### config.mk
export PLATFORM = sky130hd
export DESIGN_NAME = instruction_encoder
export DESIGN_NICKNAME = d
export VERILOG_FILES = /design/src/rtl/instruction_encoder.sv
export SDC_FILE = /design/constraint.sdc
export NUM_CORES = 1
export LEC_CHECK = 0
export ABC_AREA = 1
export ABC_CLOCK_PERIOD_IN_PS = 2000
export CAP_MARGIN = 15
export CORE_ASPECT_RATIO = 2
export CORE_MARGIN = 2
export CORE_UTILIZATION = 30
export DETAILED_ROUTE_END_ITERATION = 10
export PLACE_DENSITY = 0.58
export REMOVE_ABC_BUFFERS = 1
export SYNTH_ARGS = -nofsm -noshare
export SYNTH_HDL_FRONTEND = slang
export SYNTH_SLANG_ARGS = --single-unit
### constraint.sdc
create_clock -name clock -period 2 [get_ports clock]
set_input_delay 0.2 -clock clock [delete_from_list [all_inputs] [get_ports clock]]
set_output_delay 0.2 -clock clock [all_outputs]
set_load 0.01 [all_outputs]
### src/rtl/instruction_encoder.sv
// Instruction field encoder with output FIFO.
// Packs opcode/register/flag/immediate fields into the 16-bit instruction
// word and buffers encoded words for the fetch path over valid/ready.
module instruction_encoder #(
  parameter  int DEPTH = 4,
  localparam int PTR_W = $clog2(DEPTH)
) (
  input  logic             clock,
  input  logic             reset_n,
  input  logic             enable,
  input  logic             in_valid,
  output logic             in_ready,
  input  logic             fmt_imm,
  input  logic [3:0]       opcode,
  input  logic [2:0]       rDadrs,
  input  logic             flag,
  input  logic [2:0]       rAadrs,
  input  logic [2:0]       rBadrs,
  input  logic [7:0]       imm,
  output logic             out_valid,
  input  logic             out_ready,
  output logic [15:0]      instruct,
  output logic [PTR_W:0]   count
);

  localparam logic [PTR_W:0] FULL = (PTR_W + 1)'(DEPTH);

  logic [15:0]    mem_q [DEPTH];
  logic [15:0]    mem_d [DEPTH];
  logic [PTR_W-1:0] wr_ptr_q, wr_ptr_d;
  logic [PTR_W-1:0] rd_ptr_q, rd_ptr_d;
  logic [PTR_W:0]   count_q, count_d;

  logic [15:0] enc_word;
  logic        push;
  logic        pop;

  // Field packing: common upper byte, lower byte selected by format.
  always_comb begin
    enc_word = '0;
    enc_word[15:12] = opcode;
    enc_word[11:9]  = rDadrs;
    enc_word[8]     = flag;
    if (fmt_imm) begin
      enc_word[7:0] = imm;
    end else begin
      enc_word[7:5] = rAadrs;
      enc_word[4:2] = rBadrs;
      enc_word[1:0] = 2'b00;
    end
  end

  // Handshakes, FIFO next-state and registered-output read mux.
  always_comb begin
    in_ready  = enable && (count_q != FULL);
    out_valid = (count_q != '0);
    push      = in_valid && in_ready;
    pop       = out_valid && out_ready;

    mem_d    = mem_q;
    wr_ptr_d = wr_ptr_q;
    rd_ptr_d = rd_ptr_q;
    count_d  = count_q;

    if (push) begin
      mem_d[wr_ptr_q] = enc_word;
      wr_ptr_d        = wr_ptr_q + PTR_W'(1);
    end
    if (pop) begin
      rd_ptr_d = rd_ptr_q + PTR_W'(1);
    end

    case ({push, pop})
      2'b10:   count_d = count_q + (PTR_W + 1)'(1);
      2'b01:   count_d = count_q - (PTR_W + 1)'(1);
      default: count_d = count_q;
    endcase

    instruct = out_valid ? mem_q[rd_ptr_q] : '0;
    count    = count_q;
  end

  // Pointer and occupancy registers, synchronous active-low reset.
  always_ff @(posedge clock) begin
    if (!reset_n) begin
      wr_ptr_q <= '0;
      rd_ptr_q <= '0;
      count_q  <= '0;
    end else begin
      wr_ptr_q <= wr_ptr_d;
      rd_ptr_q <= rd_ptr_d;
      count_q  <= count_d;
    end
  end

  // Storage is not reset; a cleared count hides any stale entries.
  always_ff @(posedge clock) begin
    mem_q <= mem_d;
  end

endmodule
==> flow_summary.toml <==
[clocking]
root_buffer = "clkbuf_16"
cts_tree = "done"
clockBufferDepth = 2
post_cts_buffers = 0
hold_buffers = 0
cts_buffers = 9
htreeDepth = 3
clkSinkCount = 71
clk_latency_ns = 0.33
clk_pin_slew_ns = 0.05

[synth]
synth_seq_cells = 71
ys_top_cells_by_area = "edfxtp_1, nor2_1, o21ai_1"
yosys.area.top_type = "edfxtp_1"
seq_area_frac_synth = 0.674
syn_inst = 268
syn_area_per_cell_sq_um = 11.4
ys_warn_count = 0
synth.top_cell.area_share = 0.628
synth_cell_types = 22
syn-cell-area_sq_um = 3060

[sta]
slew_headroom = 0.698
final-setup-viol-count = 0
clock_skew_ns = 0.00518
drv_slew = 0
tns_ns = 0
fmax_mhz = 544
layout_min_cycle_time_ns = 1.84
hold_viol = 0
timing.final.ws_setup_ns = 0.162
whs_ns = 0.518
finalCritPeriodShare = 0.919
worstMarginPinSlew_ns = 0.452

[pwr]
peakVddDrop_mv = 0.508
leakagePower_nw = 1.55
power_density_nw_per_um2 = 1240
total_power_mw = 5.04

[cells_and_area]
fin_nets = 359
final_core_util = 0.406
final_cell_count_no_fill = 465
antenna-diode-count = 0
layout-drive-gt1-share = 0.115
num-fill-cells = 973
layout_common_cells = "nor2_1, edfxtp_1, clkdlybuf4s50_1"
area_delta_synth_final_pct = 33.0
layout_commonest_cell = "nor2_1"
final_area_sq_um = 4070

[critical_path]
cp_max_fo = 3
end_kind = "flip-flop"
cp_data_arrival_time_ns = 2.06
required_ns = 2.23
startpoint_type = "flip-flop"
path_class = "reg -> reg"

[floorplan]
core-area_sq_um = 10000
pin_count = 49
dieArea_sq_um = 11100
initial_core_util = 0.305
fp.dieH_um = 147
die_w_um = 75.4
rows = 52

[global_routing]
grt_pass1_wl_um = 10100
grt_max_degree = 35
track_usage = 0.129
antenna_found_initial = 0
overflow = 0
grt_pass1_vias = 2077

[detailed_routing]
initialDrtViolationCount = 53
drt_pass1_iterations = 4
totalWireLength_um = 6500
drc = 0
wl_per_cell_um = 14.0
antenna_left = 0
via_per_inst = 4.48
num_vias = 2085

[placed_design]
dp.cells = 449
place_area_sq_um = 3720
dp_hpwl_um = 4460
place_ws_ns = 0.0538
gp_congestion = 0.733
io_buffers = 48

[worst_hold_path]
hold_path.class = "in -> reg"

[run_status]
status = "finished, final reports clean"

[flow_run]
drv_cap = 0
==> cell usage after synthesis <==
master and count:
nand3_2 1, nand2_1 17, edfxtp_1 64, a21boi_0 2, fa_1 1, o21ai_1 29, buf_6 6, inv_4 2
nor2_1 72, nand4_1 2, inv_2 1, o21ai_0 5, buf_4 1, a21oi_1 19, ha_1 5, mux2_2 6
nand3_1 3, dfxtp_1 7, inv_1 18, buf_2 5, nand2_2 1, nor2_2 1
==> layout make-up <==
class | instances | area [sq um] | area share
tap | 135 | 169 | 0.0415
sequential | 71 | 2060 | 0.507
clock inverter | 6 | 109 | 0.0267
multi-input combinational | 164 | 820 | 0.201
inverter | 21 | 96.3 | 0.0237
clock buffer | 10 | 229 | 0.0563
timing repair buffer | 58 | 584 | 0.144
==> path summary, 6_finish.rpt <==
check	end	from	cells past startpoint	slack, ns
worst min register to register	count[1]	count[1]	2	0.57
worst max register to register	count[2]	count[0]	12	0.16
worst max-delay path	count[2]	count[0]	12	0.16
worst min-delay path	mem_q[13]	opcode[1]	1	0.52
==> where the power goes <==
| part | switching (mW) | internal (mW) | total [mW] |
|---|---|---|---|
| logic | 0.871 | 0.621 | 1.49 |
| clock network | 0.564 | 1.21 | 1.78 |
| registers | 0.0532 | 1.72 | 1.77 |
==> cells by family after synthesis <==
| logic type | Yosys count | synth area share |
|---|---|---|
| AO/OA/AOI/OAI | 55 | 0.0916 |
| adder cells (fa/ha/maj) | 6 | 0.0270 |
| buffers and inverters | 33 | 0.0601 |
| flip-flops | 71 | 0.674 |
| multiplexers | 6 | 0.0221 |
| AND/OR/NAND/NOR | 97 | 0.126 |
==> registers in the layout, indices dropped and copies added, names as in the netlist <==
register	flops
mem_q	64
wr_ptr_q	2
count	3
rd_ptr_q	2
==> worst max-delay path, stage by stage, from the launching register on <==
cell and delay (ns):
dfxtp_1 0.33, nor2_2 0.22, nand2_1 0.14, nand3_2 0.09, ha_1 0.17, inv_1 0.07, fa_1 0.38, inv_1 0.07
nand2_1 0.04, nand3_1 0.08, nand2_1 0.06, nand2_1 0.06, nor2_1 0.04
==> routing by layer <==
| layer | part of all wire | wire length (um) | global-route usage |
|---|---|---|---|
| met5 | 0 | 0 | 0 |
| met4 | 0.029 | 188 | 0.0684 |
| met3 | 0.039 | 252 | 0.0309 |
| met2 | 0.56 | 3640 | 0.231 |
| met1 | 0.37 | 2420 | 0.130 |
==> what timing repair did <==
action                                  in CTS  in global routing
endpoints found under the hold margin        0                  0
endpoints found under the setup margin      16                  3
resized for setup                           19                  4
(Power assumes the default switching activity.)
==> variant, RTL diff (same settings) <==
Set the parameter `DEPTH` to 8 (it was 4).
--- a/src/rtl/instruction_encoder.sv
+++ b/src/rtl/instruction_encoder.sv
@@ -2,7 +2,7 @@
 // Packs opcode/register/flag/immediate fields into the 16-bit instruction
 // word and buffers encoded words for the fetch path over valid/ready.
 module instruction_encoder #(
-  parameter  int DEPTH = 4,
+  parameter  int DEPTH = 8,
   localparam int PTR_W = $clog2(DEPTH)
 ) (
   input  logic             clock,
Interface: changed (resized count); port bits go from 49 to 50. No check against the original RTL was run, so the function may have changed too.
==> variant against the unedited design <==
Global-route usage is 0.72 points higher. Power rose by 98%. Synthesized area increased by 89%. Final area grew 88%. Sequential cell count rose by 67. Worst setup slack lost 0.14 ns. Wire length grew 110%. Critical path type is now flop to primary output. Largest cell class unchanged. Largest power group is now combinational logic.
==> variant: results (changes against the unedited design) <==
wl_per_cell_um: 16.45  # +18%
place_ws_ns: 0.0004957  # -0.05334 ns
clock_latency_ns: 0.41  # +0.08 ns
cts_buffers: 17  # +8
cp_slowest_cell: "dfxtp_4"
initialDrtViolationCount: 255  # +380%
synth_common_cells: "edfxtp_1 (128), nor2_1 (118), o21ai_0 (51)"
grt_pass1_wl_um: 20890  # +110%
max_slew_margin: 0.7934  # +0.09587
place_area_um2: 6794  # +83%
grt_use_met2: 0.2437  # +0.01279
grt_start_max_net_pins: 34  # -2.9%
dp_hpwl_um: 8412  # +89%
grt_usage: 0.1359  # +0.007191
synthTopCellsByArea: "edfxtp_1 (67%), nor2_1 (7.7%), o21ai_0 (4.4%)"
peakVddDrop_uv: 679.3  # +34%
status: "complete, no violations"
final_nets: 603  # +68%
synth_edf_count: 128  # +100%
first_pass_iters: 4  # unchanged
critPathMaxStageDelay_ns: 0.39
grt_pass1_vias: 3958  # +91%
grtUsageMet3: 0.02966  # -0.001206
drive_above_1_share: 0.2264  # +0.1113
ys_async_sr_fraction: 0  # unchanged
gp_congestion: 0.7834  # +6.8%
clockRootBuffer: "clkbuf_16"
vias: 3920  # +88%
largest_register_ffs: 128  # +100%
portBuffers: 49  # +2.1%
worstPathArrival_ns: 1.77  # -0.29 ns
ys_types: 28  # +27%
finClkSkew_ns: 0.007045  # +0.001862 ns
p_leak_nw: 2.743  # +76%
htreeDepth: 4  # +1
cp_max_fo: 10  # +7
grt_use_met1: 0.1488  # +0.01913
largest_register: "mem_q"
ys_seq_area_frac: 0.7002  # +0.02642
==> variant: layer usage <==
layer  share of wire  vias up
met5               0        -
met4           0.023        0
met3           0.034       16
met2            0.56      103
met1            0.38     1902
li1                -     1899
==> variant: cells by family (layout without fill, tap and decap cells) <==
| logic type | Yosys count | after routing | share of synthesized area |
|---|---|---|---|
| AOI/OAI and AO/OA | 112 | 112 | 0.1081 |
| and+or+nand+nor | 169 | 169 | 0.1163 |
| DFF | 138 | 138 | 0.7002 |
| buffers and inverters | 46 | 150 | 0.04831 |
| muxes | 6 | 6 | 0.01170 |
| xor gates and xnor gates | 3 | 3 | 0.004550 |
| adders and majority gates | 5 | 5 | 0.01083 |
==> variant: worst max-delay path: cells and delay by family (launching register included) <==
family,cells,cell delay (ns)
AO/OA/AOI/OAI,1,0.16
AND/OR/NAND/NOR,3,0.24
flip-flops,1,0.39
buffers and inverters,4,0.58
==> variant: layout make-up <==
cell class	count	area, µm²
fill	1752	11180
sequential	138	4050
multi-input combinational	295	1539
timing repair buffer	99	1061
clock buffer	18	429.2
tap	255	319.1
clock inverter	14	178.9
inverter	19	76.32
==> variant: worst paths after layout <==
| check | startpoint | end | slack, ns | cells after the start |
|---|---|---|---|---|
| worst max-delay path | rd_ptr_q[0] | instruct[6] | 0.03 | 8 |
| worst min-delay path | out_ready | rd_ptr_q[0] | 0.44 | 3 |
| worst max register to register | count[0] | count[2] | 0.12 | 12 |
| worst min register to register | rd_ptr_q[2] | rd_ptr_q[2] | 0.51 | 2 |
==> variant: what timing repair did <==
action | in CTS | in global routing
cloned | 1 | 4
pin swaps | 4 | 21
buffers inserted | 2 | 8
hold buffers | 0 | 0
gates resized for setup | 65 | 52
setup endpoints to repair | 17 | 19
==> variant: power by group <==
group | internal (W) | switching, W
clock network | 0.00207 | 0.00114
logic | 0.00154 | 0.00186
registers | 0.00329 | 0.0000874
==> variant: stage by stage <==
step,util,hold WS (ns),cells,power (W),TNS [ns]
floorplan,-,0.2989,452,0.004914,-68.58
global placement,0.3607,0.4933,791,0.006416,0
detailed placement,0.3607,0.5016,791,0.006450,0
CTS,0.3980,0.4157,826,0.009736,-0.08066
global route,0.4064,0.4390,838,0.01049,-0.1916
finish,0.4064,0.4365,838,0.009982,0
